[src/rtl/vblank_update_scheduler_pkg.sv]
// Shared types and constants for the vertical-blanking update scheduler.
// Imported by the top level (vblank_update_scheduler) and by rr_arbiter.
package vblank_sched_pkg;

  typedef enum logic [1:0] {
    IDLE  = 2'd0,
    ARB   = 2'd1,
    GRANT = 2'd2,
    CLOSE = 2'd3
  } sched_state_e;

  localparam int SYNC_STAGES = 2;

  localparam int REQ_BALL   = 0;
  localparam int REQ_ROD_P1 = 1;
  localparam int REQ_ROD_P2 = 2;
  localparam int REQ_SCORE  = 3;

endpackage

[src/rtl/vblank_update_scheduler_rr_arbiter.sv]
// Combinational round-robin select: the first set request at or after the
// pointer, wrapping modulo NUM_REQ, returned one-hot with its index.
module rr_arbiter
  import vblank_sched_pkg::*;
#(
  parameter int NUM_REQ = 4,
  parameter int PTR_W   = 2
) (
  input  logic [NUM_REQ-1:0] i_req,
  input  logic [PTR_W-1:0]   i_ptr,
  output logic [NUM_REQ-1:0] o_grant,
  output logic [PTR_W-1:0]   o_idx,
  output logic               o_valid
);

  logic [PTR_W-1:0] w_idx;

  always_comb begin
    o_grant = '0;
    o_idx   = '0;
    o_valid = 1'b0;
    w_idx   = '0;
    for (int k = 0; k < NUM_REQ; k++) begin
      w_idx = PTR_W'((int'(i_ptr) + k) % NUM_REQ);
      if (!o_valid && i_req[w_idx]) begin
        o_valid        = 1'b1;
        o_grant[w_idx] = 1'b1;
        o_idx          = w_idx;
      end
    end
  end

endmodule

[src/rtl/vblank_update_scheduler.sv]
// Grants the shared position register bank to one game-state updater at a time,
// only during vertical blanking. Optional macro: UPD_TIMEOUT_EN (per-grant watchdog).
module vblank_update_scheduler
  import vblank_sched_pkg::*;
#(
  parameter int NUM_REQ        = 4,
  parameter int WINDOW_LINES   = 40,
  parameter int TIMEOUT_CYCLES = 4096
) (
  input  logic               pixel_clk,
  input  logic               reset,
  input  logic               vactive_in,
  input  logic               hsync_in,
  input  logic [NUM_REQ-1:0] req,
  input  logic [NUM_REQ-1:0] done,
  output logic [NUM_REQ-1:0] grant,
  output logic               window_open,
  output logic               frame_tick,
  output logic               abort,
  output logic [NUM_REQ-1:0] missed
);

  localparam int PTR_W  = (NUM_REQ > 1) ? $clog2(NUM_REQ) : 1;
  localparam int LINE_W = $clog2(WINDOW_LINES + 1);
  localparam logic [LINE_W-1:0] LINE_MAX = LINE_W'(WINDOW_LINES);

  logic [SYNC_STAGES-1:0] r_vact_sync;
  logic [SYNC_STAGES-1:0] r_hs_sync;
  logic                   r_vact_d;
  logic                   r_hs_d;

  sched_state_e       r_state;
  logic [NUM_REQ-1:0] r_grant;
  logic [NUM_REQ-1:0] r_served;
  logic [NUM_REQ-1:0] r_missed;
  logic [PTR_W-1:0]   r_ptr;
  logic [PTR_W-1:0]   r_gnt_idx;
  logic [LINE_W-1:0]  r_line_cnt;
  logic               r_window_open;
  logic               r_frame_tick;
  logic               r_abort;

  logic               w_vact_fall;
  logic               w_vact_rise;
  logic               w_hs_rise;
  logic               w_lines_done;
  logic               w_close;
  logic               w_release;
  logic               w_timeout;
  logic [NUM_REQ-1:0] w_pending;
  logic [NUM_REQ-1:0] w_arb_grant;
  logic [PTR_W-1:0]   w_arb_idx;
  logic               w_arb_valid;
  logic [PTR_W-1:0]   w_ptr_next;

  // Two-flop synchronizers followed by one edge-detect flop per timing input
  always_ff @(posedge pixel_clk or negedge reset) begin
    if (!reset) begin
      r_vact_sync <= '0;
      r_hs_sync   <= '0;
      r_vact_d    <= 1'b0;
      r_hs_d      <= 1'b0;
    end else begin
      r_vact_sync <= {r_vact_sync[SYNC_STAGES-2:0], vactive_in};
      r_hs_sync   <= {r_hs_sync[SYNC_STAGES-2:0], hsync_in};
      r_vact_d    <= r_vact_sync[SYNC_STAGES-1];
      r_hs_d      <= r_hs_sync[SYNC_STAGES-1];
    end
  end

  assign w_vact_fall = r_vact_d & ~r_vact_sync[SYNC_STAGES-1];
  assign w_vact_rise = ~r_vact_d & r_vact_sync[SYNC_STAGES-1];
  assign w_hs_rise   = ~r_hs_d & r_hs_sync[SYNC_STAGES-1];

  // The line that completes the window closes it in the same cycle, so a
  // done arriving alongside that Hsync edge loses to the close.
  assign w_lines_done = r_window_open &&
                        ((r_line_cnt == LINE_MAX) ||
                         (w_hs_rise && (r_line_cnt == LINE_MAX - LINE_W'(1))));
  assign w_close      = w_lines_done || w_vact_rise;

  assign w_pending  = req & ~r_served;
  assign w_release  = (|(r_grant & done)) || !(|(r_grant & req));
  assign w_ptr_next = (r_gnt_idx == PTR_W'(NUM_REQ - 1)) ? '0 : r_gnt_idx + PTR_W'(1);

  rr_arbiter #(
    .NUM_REQ (NUM_REQ),
    .PTR_W   (PTR_W)
  ) u_rr_arbiter (
    .i_req   (w_pending),
    .i_ptr   (r_ptr),
    .o_grant (w_arb_grant),
    .o_idx   (w_arb_idx),
    .o_valid (w_arb_valid)
  );

`ifdef UPD_TIMEOUT_EN
  localparam int WD_W = $clog2(TIMEOUT_CYCLES + 1);

  logic [WD_W-1:0] r_wd_cnt;

  // Expires on the last cycle of a TIMEOUT_CYCLES-long grant
  assign w_timeout = (r_state == GRANT) && (r_wd_cnt == WD_W'(TIMEOUT_CYCLES - 1));

  always_ff @(posedge pixel_clk or negedge reset) begin
    if (!reset) begin
      r_wd_cnt <= '0;
    end else if (r_state != GRANT) begin
      r_wd_cnt <= '0;
    end else if (!w_timeout) begin
      r_wd_cnt <= r_wd_cnt + WD_W'(1);
    end
  end
`else
  // Watchdog compiled out: a grant is only released by done, req drop or close.
  assign w_timeout = (TIMEOUT_CYCLES < 0);
`endif

  always_ff @(posedge pixel_clk or negedge reset) begin
    if (!reset) begin
      r_state       <= IDLE;
      r_grant       <= '0;
      r_served      <= '0;
      r_missed      <= '0;
      r_ptr         <= '0;
      r_gnt_idx     <= '0;
      r_line_cnt    <= '0;
      r_window_open <= 1'b0;
      r_frame_tick  <= 1'b0;
      r_abort       <= 1'b0;
    end else begin
      r_frame_tick <= 1'b0;
      r_abort      <= 1'b0;

      if (r_window_open && w_hs_rise && (r_line_cnt != LINE_MAX)) begin
        r_line_cnt <= r_line_cnt + LINE_W'(1);
      end

      case (r_state)
        IDLE: begin
          if (w_vact_fall) begin
            r_frame_tick  <= 1'b1;
            r_window_open <= 1'b1;
            r_line_cnt    <= '0;
            r_served      <= '0;
            r_missed      <= '0;
            r_state       <= ARB;
          end
        end

        ARB: begin
          if (w_close) begin
            r_state <= CLOSE;
          end else if (w_arb_valid) begin
            r_grant   <= w_arb_grant;
            r_gnt_idx <= w_arb_idx;
            r_state   <= GRANT;
          end
        end

        GRANT: begin
          if (w_close) begin
            r_state <= CLOSE;
          end else if (w_release || w_timeout) begin
            // A timed-out requester counts as served so it is not re-granted
            r_grant  <= '0;
            r_served <= r_served | r_grant;
            r_ptr    <= w_ptr_next;
            r_abort  <= !w_release;
            r_state  <= ARB;
          end
        end

        CLOSE: begin
          r_abort       <= |r_grant;
          r_missed      <= req & ~r_served & ~r_grant;
          r_grant       <= '0;
          r_window_open <= 1'b0;
          r_state       <= IDLE;
        end

        default: r_state <= IDLE;
      endcase
    end
  end

  assign grant       = r_grant;
  assign window_open = r_window_open;
  assign frame_tick  = r_frame_tick;
  assign abort       = r_abort;
  assign missed      = r_missed;

endmodule

[config.mk]
export PLATFORM = sky130hd
export DESIGN_NAME = vblank_update_scheduler
export DESIGN_NICKNAME = d
export VERILOG_FILES = /design/src/rtl/vblank_update_scheduler_pkg.sv /design/src/rtl/vblank_update_scheduler_rr_arbiter.sv /design/src/rtl/vblank_update_scheduler.sv
export SDC_FILE = /design/constraint.sdc
export NUM_CORES = 1
export LEC_CHECK = 0
export ABC_AREA = 1
export CAP_MARGIN = 20
export CORE_UTILIZATION = 55
export CTS_BUF_LIST = sky130_fd_sc_hd__clkbuf_8
export CTS_CLUSTER_SIZE = 20
export DETAILED_ROUTE_END_ITERATION = 8
export PLACE_DENSITY = 0.79
export SLEW_MARGIN = 20
export SYNTH_ARGS = -nofsm -noshare
export SYNTH_HDL_FRONTEND = slang
export SYNTH_SLANG_ARGS = --single-unit
[constraint.sdc]
create_clock -name pixel_clk -period 2.99 [get_ports pixel_clk]
set_clock_uncertainty 0.05 [all_clocks]
set_input_delay 0.598 -clock pixel_clk [delete_from_list [all_inputs] [get_ports pixel_clk]]
set_output_delay 0.598 -clock pixel_clk [all_outputs]
set_load 0.05 [all_outputs]
# ---- After elaboration in Yosys (flattened, before gate mapping)
# Index checks and enable logic that the tools add are counted.
dict set report op_classes {
  n_addsub 5
  order_cmp 8
  eq_ne 14
  mux 55
  n_bitwise 17
  reduce_logical 32
}
# op n
set op_table {}
lappend op_table {{2-to-1 mux 4 bit} 11}
lappend op_table {{2-to-1 mux 2 bit} 10}
lappend op_table {{2-to-1 mux 6 bit} 3}
lappend op_table {{2-to-1 mux 1 bit} 17}
lappend op_table {{AND 4 bit} 4}
lappend op_table {{OR 4 bit} 4}
lappend op_table {{one-hot mux 4 bit (2 select lines)} 2}
lappend op_table {{equality test 6 bit (second input constant)} 2}
lappend op_table {{< comparator 2 x 3 -> 1 bit (second input constant)} 4}
lappend op_table {{one-hot mux 4 bit (3 select lines)} 1}
lappend op_table {{OR reduction 4 bit} 3}
lappend op_table {{logical AND 1 bit} 11}
lappend op_table {{AND reduction 3 bit} 3}
lappend op_table {{binary-select mux 1 bit (select 2 bit)} 4}
lappend op_table {{demux 1 bit (select 2 bit)} 4}
lappend op_table {{greater-or-equal comparator 2 x 1 -> 1 bit (second input constant)} 4}
lappend op_table {{inequality test 2 bit (second input constant)} 4}
lappend op_table {{NOT 4 bit} 2}
lappend op_table {{one-hot mux 2 bit (4 select lines)} 1}
lappend op_table {{adder 6 x 1 -> 6 bit (second input constant)} 1}
lappend op_table {{equality test 2 bit (second input constant)} 3}
lappend op_table {{inequality test 6 bit (second input constant)} 1}
lappend op_table {{logical NOT 1 bit} 5}
lappend op_table {{AND reduction 5 bit} 1}
lappend op_table {{15 further kinds} 26}
dict set report totals {
  reg_bits 33
  input_bits 12
  out_inout_bits 11
  word_cells 145
}

# ---- Logic depth before layout (Yosys ltp)
# Gate-level depths: netlist of run 1.
dict set report depth {
  depth_word 17
  ltp_mapped 13
  ltp_nobuf 13
}

# ---- Hierarchy
# A second synthesis of run 1 with hierarchy kept.
dict set report hier_totals {
  hier_cells 273
  area_unflattened_um2 2045.7
}
# module instances cells_per_inst area_each_um2 seq_area_each_um2
set by_module_without_submodules {}
lappend by_module_without_submodules {vblank_update_scheduler 1 199 1615.3 825.8}
lappend by_module_without_submodules {rr_arbiter 1 74 430.4 0.0}

# ---- Least setup slack after synthesis of run 1
# OpenSTA, ideal clock, no wires.
dict set report synth_timing {
  path_kind {register -> register}
  startpoint {register r_ptr[0]}
  endpoint {register r_grant[0], in the netlist grant[0]}
  setup_time_ns 0.118
  arrival_ns 1.769
  required_time_ns 2.822
  slack_ns 1.053
  path_stages_with_launch 13
  path_buffers 0
  synth_period_minus_slack_ns 1.937
  path_cell_list {dfrtp_1 -> inv_2 -> ha_1 -> inv_1 -> nand3_2 -> nand2_2 -> nand2_4 -> clkinv_4 -> nand2_4 -> o21ai_4 -> inv_2 -> nand2_1 -> nand2_1}
}
dict set report synth_via {
  elab_chain_len 15
  word_cells_on_any_way 53
  classes_between {add/sub (3); order compare (8); eq/ne (1); mux (27); bitwise (3); reduce/logical (11)}
}
# element line_no
set synth_rtl {}
lappend synth_rtl {{start: declaration} vblank_update_scheduler.sv:36} ;# logic [PTR_W-1:0] r_ptr;
lappend synth_rtl {{start signal: assignment} vblank_update_scheduler.sv:168} ;# r_ptr <= w_ptr_next;
lappend synth_rtl {{branches (longest 15 deep; another with < comparator 2 x 3 -> 1 bit)} -}
lappend synth_rtl {{end signal: assignment} vblank_update_scheduler.sv:155} ;# r_grant <= w_arb_grant;
lappend synth_rtl {{end: declaration} vblank_update_scheduler.sv:33} ;# logic [NUM_REQ-1:0] r_grant;
# Several ways; the timed one is not identified. The select of a mux whose other input is x is not followed.
# A chain may end at the register's enable or synchronous reset.

# ---- Worst setup path after layout of run 1
dict set report layout_timing {
  startpoint {register r_ptr[0]}
  endpoint {register r_state[1]}
}
dict set report layout_via {
  elab_chain_len 14
  word_cells_on_any_way 23
  classes_between {add/sub (3); eq/ne (1); mux (12); reduce/logical (7)}
}
# element line_no
set layout_rtl {}
lappend layout_rtl {{branches (longest 11 deep; another with adder 2 x 1 -> 2 bit)} -}
lappend layout_rtl {{2-to-1 mux 1 bit (*)} vblank_update_scheduler_rr_arbiter.sv:25} ;# if (!o_valid && i_req[w_idx]) begin
lappend layout_rtl {{inequality test 3 x 2 -> 1 bit (no line) (*)} -}
lappend layout_rtl {{AND reduction 3 bit (no line) (*)} -}
lappend layout_rtl {{end signal: assignment} vblank_update_scheduler.sv:121} ;# r_state <= IDLE;
lappend layout_rtl {{end signal: assignment} vblank_update_scheduler.sv:147} ;# r_state <= ARB;
lappend layout_rtl {{end signal: assignment} vblank_update_scheduler.sv:153} ;# r_state <= CLOSE;
lappend layout_rtl {{end: declaration} vblank_update_scheduler.sv:32} ;# sched_state_e r_state;
# Every way passes the cells marked *. The select of a mux whose other input is x is not followed.

==> results of run 1 <==
critical path: stages (launching register included):
cell and delay, ps:
dfrtp_1 580, inv_2 200, ha_1 420, inv_1 120, nand3_2 90, nand2_2 100
nand2_4 80, nor2_4 140, nand3_2 110, nand2_1 80, nand2_1 70, nand3_1 80
nand2_1 50
power by group:
group          internal, mW  leakage, nW  switching, mW
sequential            0.568        0.425          0.135
clock                 0.271       0.0574          0.167
combinational         0.449        0.691          0.940
total                  1.29         1.17           1.24
worst min path at each step:
stage / from / to / depth (start not counted)
2_1_floorplan: reset / abort$_DFF_PN0_ / 0
3_3_place_gp: r_hs_sync[0]$_DFF_PN0_ / r_hs_sync[1]$_DFF_PN0_ / 0
3_5_place_dp: r_vact_sync[0]$_DFF_PN0_ / r_vact_sync[1]$_DFF_PN0_ / 0
4_1_cts: r_vact_sync[0]$_DFF_PN0_ / r_vact_sync[1]$_DFF_PN0_ / 0
5_1_grt: r_vact_sync[0]$_DFF_PN0_ / r_vact_sync[1]$_DFF_PN0_ / 0
6_report: r_hs_sync[0]$_DFF_PN0_ / r_hs_sync[1]$_DFF_PN0_ / 0
per-stage QoR:
step | util, % | setup slack (ps) | power [mW] | instance area, µm² | std cells
floorplan | - | 1050 | 1.74 | 1990 | 258
global placement | 67.0 | 716 | 2.06 | 2270 | 326
detailed placement | 67.0 | 687 | 2.08 | 2270 | 326
CTS | 70.6 | 737 | 2.53 | 2390 | 334
global route | 70.6 | 533 | 2.73 | 2390 | 334
finish | 70.6 | 725 | 2.53 | 2390 | 334
registers in the layout (all words and copies together) (netlist names), 2 cells and up:
name / flops
grant: 4
missed: 4
r_gnt_idx: 2
r_hs_sync: 2
r_line_cnt: 6
r_ptr: 2
r_served: 4
r_state: 2
r_vact_sync: 2
metal layers:
metal / wire [µm] / vias up / global-route usage [%]
met1: 1990 / 777 / 31.9
met2: 1980 / 42 / 39.0
met3: 223 / 4 / 5.33
met5: 0 / - / 0
li1: - / 897 / -
met4: 30 / 0 / 7.27
kinds of logic (layout without fill, tap and decap cells):
family                   count (synthesis)  after routing  share of synthesized area, %
flip-flops                              33             33                          41.5
AND/OR/NAND/NOR                        148            148                          35.7
buffers and inverters                   34             64                          6.91
adder cells (fa/ha/maj)                 10             10                          6.29
XOR/XNOR                                 1              1                         0.440
AO/OA/AOI/OAI                           32             32                          9.18
final cells by class:
class,count,area (µm²)
timing repair buffer,23,228
sequential,33,826
multi-input combinational,191,1030
clock inverter,2,37.5
clock buffer,6,82.6
fill,273,997
inverter,33,134
tap,46,57.6
layout by cell type, fill, tap and decap left out:
cell and n:
o21ai_0 24, clkdlybuf4s50_1 22, ha_1 10, nor2_1 19
nand2_4 2, inv_2 4, clkinvlp_4 1, nor2_4 2
nand3_1 24, xnor2_1 1, nand3_2 10, nand2_2 4
a221oi_1 1, o21ai_4 1, inv_1 27, nand3b_1 1
bufinv_16 1, a21oi_1 4, o21ai_2 1, nor3_1 1
dfrtp_1 33, nor2_2 1, and2_1 1, a41oi_1 1
clkinv_4 2, nand2_1 78, clkbuf_8 6, nand4_1 5
buf_4 1
==> results.md, run 1 <==
- Status: completed
- Initial Utilization: 58.7%
- TritonCTS Buffers: 5
- Die H: between 60 and 70 µm
- H-tree depth: 2
- FP Rows: 21
- Pin count of the biggest net entering global routing: 34
- Post-cts resize count: 0
- Buffers inserted by post-CTS timing repair: 0
- Unrepaired setup endpoints after global routing: false
- Critical Path AT: approximately 2400 ps
- Vias/cell: about 5
- IO Pins: 23
- Async S/R FF share, synth: between 90% and 100%
- IO Port Bufs: 22
- F_max: about 0.44 GHz
- Mapped Area: approximately 0.002 mm²
- Worst R2R End: r_state[1]$_DFFE_PN0P_
- Cts hold-fix bufs: 0
- Overflow after GRT: 0
- Routed WL: ~4200 µm
- Post-synthesis cell count: around 260
- Rel. slew slack: between 60% and 70%
- Post-synthesis sequential area ratio: between 40 and 50%
- Required time worst endpoint: around 3100 ps
- Clk sink count: 33
- Vias in the first global route: ~1.6k
- DRC Markers: 0
- Post-DR wirelength/cell: about 13 µm
- Initial antenna violation count: 0
- Hold slack final: a little over 300 ps
- Number of synthesis warnings: 0
- Mapped Nets: 280
- Max-cap check violation count: 0
- Area Growth Syn to Fin: 20.2%
- Clk root buf: clkbuf_8
- Worst-skew pair later-pin latency: 280 ps
- Iter 0 DRT Violations: just under 80
- Top-count cell post-synth: nand2_1
- DP HPWL: slightly above 3000 µm
- RePlAce Congestion: 0.922
- Min Tclk post-route: roughly 2300 ps
- Worst R2R Path Depth: 12
- Top cell type's share of synthesized area: 41.5%
- DRT Pass-1 Iters: 4
- Top post-synthesis cells by count: nand2_1 (78), dfrtp_1 (33), inv_1 (27)
- Routed via count: approximately 1.7k
- R2R Setup Slk: around 720 ps
- CP Capture Type: flip-flop
- Final Hold Viols: 0
- PwrDens: 1060 mW/mm²
- Mapped Avg Cell Area: roughly 7.7 µm²
- Period utilisation layout: about three quarters
- CP Class: reg -> reg
- Leading post-synthesis cells by cell area: dfrtp_1 (41%), nand2_1 (15%), ha_1 (6.3%), nand3_1 (6.0%), o21ai_0 (6.0%)
- Fraction of layout cells with a size suffix above 1: roughly 13%
- Startpoint types: flip-flop
- Worst setup path startpoint: r_ptr[0]$_DFFE_PN0P_
- #FFs+latches synth: 33
- Setup_tns: 0 ps
- Worst Path Max Fanout: 10
- Clock buffer depth: 2
- Antenna viol nets, final: 0
- CTS tree: done
- GRT Util Overall: about a quarter
- Final setup vio count: 0
- Yosys cell types: 25
- Max Slew Vio Count: 0
- Die X-Extent: around 62 µm
- DIE AREA: 0.00386 mm²
- HP Class: reg -> reg
- Number of flops mapped to enable cells by yosys: 0
- R2r startpoint: r_ptr[0]$_DFFE_PN0P_
- Critical Path End: r_state[1]$_DFFE_PN0P_
- P_leak: ~1.2 nW
- Worst slew pin tran: around 500 ps
- Cell taking the most area after synthesis: dfrtp_1
- NumNets Final: roughly 300
- VDD IR max: 583 µV
- ANT cells: 0
- Core area: around 0.0034 mm²
- Reg clk slew, reported paths: roughly 70 ps
- Global-route wire length before repair: 7310 µm
- Synth Flop Type: dfrtp_1
Power figures use the tool's default switching activity.
==> run 2, diff against run 1 <==
- CORE_UTILIZATION: 55 -> 52
- PLACE_DENSITY: 0.79 -> 0.78
- clock period: 2.99 -> 1.93 ns (I/O delays scaled with it)
==> run 2 against run 1 <==
Total power rose by 67%. Global-route usage rose by 1.3 points. Largest cell class unchanged. Highest routed layer unchanged. Worst setup slack got worse by 670 ps. Sequential share of layout area fell by 2.0 points. Combinational power rose by 81%. Critical endpoint is now missed[2]. First-iteration DRC count rose by 36%. Final cell count rose by 6.6%. Die area rose by 5.6%. Routed wire length rose by 9.1%.
==> results.md, run 2 (same netlist as run 1, synthesis figures left out) <==
- Status: completed
- NumNets Final: 329 (+6.5%)
- Worst R2R End: r_gnt_idx[0]$_DFFE_PN0P_
- Required time worst endpoint: 1490 ps (-1630 ps)
- Clk root buf: clkbuf_8
- ANT cells: 0 (unchanged)
- Initial Utilization: 54.4% (-4.4 points)
- DP HPWL: 3510 µm (+15%)
- VDD IR max: 1070 µV (+83%)
- Overflow after GRT: 0 (unchanged)
- Global-route wire length before repair: 7820 µm (+6.9%)
- Post-Place Cells: 347 (+6.4%)
- Max-cap check violation count: 0 (unchanged)
- IO Pins: 23 (unchanged)
- Worst slew pin tran: 501 ps (+0.780 ps)
- RePlAce Congestion: 0.952 (+3.3%)
- Routed WL: 4610 µm (+9.1%)
- Setup_tns: 0 ps (unchanged)
- Hold slack final: 294 ps (-8.12 ps)
- DIE AREA: 0.00408 mm² (+5.6%)
- Reg clk slew, reported paths: 70 ps (about the same)
- Final setup vio count: 0 (unchanged)
- CP cell instances: clkdlybuf4s50_1
- Max Slew Vio Count: 0 (unchanged)
- Startpoint types: flip-flop
- Critical Path Max Stage Delay: 810 ps (+230 ps)
- Layout Cells excl Fill: 356 (+6.6%)
- CP Class: reg -> out
- DRT Pass-1 Iters: 5 (+1)
- Vias in the first global route: 1,793 (+10%)
- WHS Path Cells: 0 (unchanged)
- Max reg flops: 6 (unchanged)
- Post-DR wirelength/cell: 12.9 µm (+2.4%)
- Area Growth Syn to Fin: 27.6%
- Pin count of the biggest net entering global routing: 34 (unchanged)
- Crit-path slowest cell: clkdlybuf4s50_1
- CP Buf/Inv Count: 1 (-1)
- Core area: 0.00366 mm² (+8.0%)
- Commonest non-fill, non-tap cell in the layout: nand2_1
- Die X-Extent: 63.9 µm (+2.8%)
- CP Capture Type: primary output
- Routed via count: 1,843 (+7.2%)
- GRT Util Overall: 25.2% (+1.3 points)
- Antenna viol nets, final: 0 (unchanged)
- Final Instance Area: 0.00254 mm² (+6.2%)
- DRC Markers: 0 (unchanged)
- Min Tclk post-route: approximately 1900 ps
- PwrDens: 1660 mW/mm² (+57%)
- TritonCTS Buffers: 5 (unchanged)
- CTS tree: done
- Initial antenna violation count: 0 (unchanged)
- Period utilisation layout: 97.1%
- F_max: between 0.5 and 0.6 GHz
- Clock buffer depth: 2 (unchanged)
- Die H: 63.9 µm (+2.8%)
- Worst R2R Path Depth: 11 (-1)
- Worst Path Max Fanout: 2 (-8)
- Most frequent cells in the layout: nand2_1 (78), dfrtp_1 (32), buf_4 (29)
- Critical Path AT: 1440 ps (-950 ps)
- Dpl cell area: 0.00240 mm² (+5.6%)
- Tot Pwr: 4.22 mW (+67%)
- Hold path start: r_vact_sync[0]$_DFF_PN0_
- Worst-skew pair later-pin latency: 290 ps (about the same)
- CP delay by family, top: buffers and inverters
- R2r startpoint: r_ptr[0]$_DFFE_PN0P_
- FP Rows: 22 (+4.8%)
- Clk sink count: 33 (unchanged)
- Iter 0 DRT Violations: 105 (+36%)
- Unrepaired setup endpoints after global routing: false
- Final Hold Viols: 0 (unchanged)
- IO Port Bufs: 22 (unchanged)
- Rel. slew slack: 66.5% (about the same)
- H-tree depth: 2 (unchanged)
- HP Class: reg -> reg
- P_leak: 1.29 nW (+10%)
- Fraction of layout cells with a size suffix above 1: 21.4% (+8.9 points)
- Top reg by flops: r_line_cnt
- Hold-critical path endpoint: r_vact_sync[1]$_DFF_PN0_
- Cts hold-fix bufs: 0 (unchanged)
- R2R Setup Slk: 170 ps (-550 ps)
- Vias/cell: 5.18 (+0.53%)
## run 2: cell count changes in the layout (fill, tap and decap cells not counted)
cell,previous run,this run
buf_4,1,29
clkdlybuf4s50_1,22,14
clkinvlp_4,1,0
dfrtp_1,33,32
dfrtp_2,0,1
ha_1,10,9
ha_4,0,1
inv_2,4,5
nand2_2,4,3
nand2_4,2,3
## run 2: power breakdown
group	total [mW]	leakage (nW)	switching [mW]	internal (mW)
clock network	0.667	0.0626	0.251	0.416
logic	2.52	0.804	1.62	0.907
registers	1.02	0.424	0.141	0.883
total	4.22	1.29	2.01	2.21
## run 2: what timing repair did
action	in CTS	in global routing
setup buffers	0	1
resized for setup	0	4
setup endpoints to repair	0	8
## run 2: layer usage
metal  vias to the layer above  track usage [%]  part of all wire, %
met3                         7             6.07                  4.6
met4                         0             7.67                  1.0
met2                        49             40.8                   47
met1                       855             33.3                   47
met5                         -                0                    0
li1                        932                -                    -
## run 2: worst max-delay path by stage
stage	from	endpoint	slack (ps)	cells after the start
after floorplan	r_ptr[1]$_DFFE_PN0P_	grant[0]$_DFFE_PN0P_	30	12
after global placement	req[2]	grant[2]$_DFFE_PN0P_	-70	12
after detailed placement	req[2]	grant[2]$_DFFE_PN0P_	-80	11
after CTS	missed[2]$_DFFE_PN0P_	missed[2]	50	1
after global routing	r_ptr[0]$_DFFE_PN0P_	r_state[0]$_DFFE_PN0P_	10	12
final	missed[2]$_DFFE_PN0P_	missed[2]	60	1
## run 2: final cells by class
| cell class | count | area [µm²] |
|---|---|---|
| fill | 306 | 1120 |
| inverter | 33 | 134 |
| multi-input combinational | 191 | 1040 |
| sequential | 33 | 827 |
| clock buffer | 6 | 82.6 |
| timing repair buffer | 43 | 358 |
| tap | 48 | 60.1 |
| clock inverter | 2 | 33.8 |
## run 2: metrics by stage
stage / utilization (%) / setup slack [ps]
after floorplan: - / 25.6
after global placement: 65.5 / -68.0
after detailed placement: 65.5 / -78.3
after CTS: 68.7 / 52.0
after global routing: 69.4 / 10.9
final: 69.4 / 55.9
==> run 3, diff against run 2 <==
- GPL_ROUTABILITY_DRIVEN: not set -> 0
==> run 3 against run 2 <==
Die area unchanged. Fmax up 0.53%. Total power down 0.16%. Register-to-register slack worse by 30 ps. Clock-buffer cell count unchanged. Final area down 0.20%. Largest cell class unchanged. Flip-flop and latch count unchanged.
==> results.md, run 3 (same netlist as run 1, synthesis figures left out) <==
- Max Slew Vio Count: 0 (unchanged)
- Period utilisation layout: 96.6% (-0.51 points)
- Crit-path slowest cell: clkdlybuf4s50_1
- Routed via count: 1,837 (-0.33%)
- Reg clk slew, reported paths: 70 ps (about the same)
- Worst R2R End: r_served[1]$_DFFE_PN0P_
- R2r startpoint: r_line_cnt[1]$_DFF_PN0_
- Rel. slew slack: 67.1% (+0.64 points)
- Core area: 0.00366 mm² (unchanged)
- Status: completed
- Final Hold Viols: 0 (unchanged)
- Max-cap check violation count: 0 (unchanged)
- Clk root buf: clkbuf_8
- NumNets Final: 329 (unchanged)
- Top Usage Layer GRT: met2
- Vias/cell: 5.16 (-0.33%)
- Max reg flops: 6 (unchanged)
- Most frequent cells in the layout: nand2_1 (78), dfrtp_1 (32), buf_4 (29)
- Grt met3 use: 7.14% (+1.1 points)
- Post-Place Cells: 347 (unchanged)
- Global-route wire length before repair: 8290 µm (+6.0%)
- CP cell instances: clkdlybuf4s50_1
- P_leak: 1.29 nW (-0.20%)
- CP Class: reg -> out
- Layout Cells excl Fill: 356 (unchanged)
- Routed WL: 4790 µm (+3.9%)
- Fraction of layout cells with a size suffix above 1: 21.4% (unchanged)
- Unrepaired setup endpoints after global routing: false
- Worst Path Max Fanout: 2 (unchanged)
- Min Tclk post-route: 1860 ps (-9.88 ps)
- Antenna viol nets, final: 0 (unchanged)
- GRT Util Overall: 26.7% (+1.5 points)
- Die X-Extent: 63.9 µm (unchanged)
- Final setup vio count: 0 (unchanged)
- Startpoint types: flip-flop
- DRT Pass-1 Iters: 4 (-1)
- VDD IR max: 1110 µV (+4.3%)
- Setup_tns: 0 ps (unchanged)
- Vias in the first global route: 1,857 (+3.6%)
- HP Class: reg -> reg
- Pin count of the biggest net entering global routing: 34 (unchanged)
- Critical Path Max Stage Delay: 800 ps (about the same)
- IO Pins: 23 (unchanged)
- IO Port Bufs: 22 (unchanged)
- R2R Setup Slk: 140 ps (-30 ps)
- Initial Utilization: 54.4% (unchanged)
- Die H: 63.9 µm (unchanged)
- Required time worst endpoint: 1490 ps (about the same)
- Top reg by flops: r_line_cnt
- Tot Pwr: 4.21 mW (-0.16%)
- CP Buf/Inv Count: 1 (unchanged)
- F_max: 0.536 GHz (+0.53%)
- FP Rows: 22 (unchanged)
- Layout fillers: 304 (-0.65%)
- CTS tree: done
- DP HPWL: 3600 µm (+2.6%)
- Worst-skew pair later-pin latency: 280 ps (about the same)
- Worst setup path startpoint: missed[2]$_DFFE_PN0P_
- Grt met1 use: 34.0% (+0.72 points)
- ANT cells: 0 (unchanged)
- Worst slew pin tran: 492 ps (-9.55 ps)
- Critical Path End: missed[2]
- Initial antenna violation count: 0 (unchanged)
- CP delay by family, top: buffers and inverters
- Area Growth Syn to Fin: 27.3%
- Iter 0 DRT Violations: 124 (+18%)
- TritonCTS Buffers: 5 (unchanged)
- H-tree depth: 2 (unchanged)
- PwrDens: 1660 mW/mm² (about the same)
- DIE AREA: 0.00408 mm² (unchanged)
- CP Capture Type: primary output
- Worst R2R Path Depth: 10 (-1)
- Post-DR wirelength/cell: 13.5 µm (+3.9%)
- Cts hold-fix bufs: 0 (unchanged)
- Clk sink count: 33 (unchanged)
- Clock buffer depth: 2 (unchanged)
- Hold slack final: 311 ps (+17.0 ps)
- DRC Markers: 0 (unchanged)
- Overflow after GRT: 0 (unchanged)
- Commonest non-fill, non-tap cell in the layout: nand2_1
- Hold path start: r_hs_sync[0]$_DFF_PN0_
- Crit. path cell count: 1 (unchanged)
- Met2 Track Usage GR: 43.8% (+2.9 points)
- Critical Path AT: 1430 ps (about the same)
==> run 3: cell counts in the layout (fill, tap and decap cells not counted) <==
Identical to the previous run, type by type.
==> run 3: area by class of cell <==
cell class	count	area, µm²	area share, %
repair buffers	43	358	14.1
flip-flops and latches	33	827	32.6
well taps	48	60.1	2.37
inverters	33	134	5.28
clock inverters	2	33.8	1.33
multi-input cells	191	1040	41.0
clock buffers	6	82.6	3.26
==> run 3: how the worst min path moves through the flow <==
stage                                           to  slack, ps  cells after the start
final                       r_hs_sync[1]$_DFF_PN0_        310                      0
after global placement      r_hs_sync[1]$_DFF_PN0_        280                      0
after CTS                   r_hs_sync[1]$_DFF_PN0_        310                      0
after detailed placement    r_hs_sync[1]$_DFF_PN0_        300                      0
after global routing      r_vact_sync[1]$_DFF_PN0_        320                      0
after floorplan                    abort$_DFF_PN0_         40                      0
==> run 3: worst reg2reg max path: cells and delay by family (launching register included) <==
| kind | cells | cell delay, ps |
|---|---|---|
| AO/OA/AOI/OAI | 2 | 250 |
| adder cells (fa/ha/maj) | 1 | 150 |
| buffers and inverters | 1 | 90 |
| flip-flops | 1 | 410 |
| AND/OR/NAND/NOR | 6 | 760 |
==> run 3: report_power, final <==
part	internal (mW)	switching [mW]	leakage, nW
combinational	0.905	1.61	0.802
clock	0.416	0.254	0.0626
sequential	0.883	0.141	0.424
total	2.20	2.00	1.29
==> run 3: routing by layer <==
metal / up-vias / wire length [µm]
met4: 0 / 25
li1: 928 / -
met5: - / 0
met2: 50 / 2330
met1: 854 / 2210
met3: 5 / 227
==> run 3: timing repair <==
item	CTS	global route
endpoints found under the setup margin	0	7
resized for setup	0	3
setup buffers	0	1
==> run 3: through the flow <==
| stage | worst slack (ps) | area, µm² | util [%] |
|---|---|---|---|
| after floorplan | 25.6 | 1990 | - |
| after global placement | -64.2 | 2400 | 65.5 |
| after detailed placement | -72.4 | 2400 | 65.5 |
| after CTS | 52.9 | 2510 | 68.7 |
| after global routing | 35.5 | 2530 | 69.2 |
| final | 65.7 | 2530 | 69.2 |
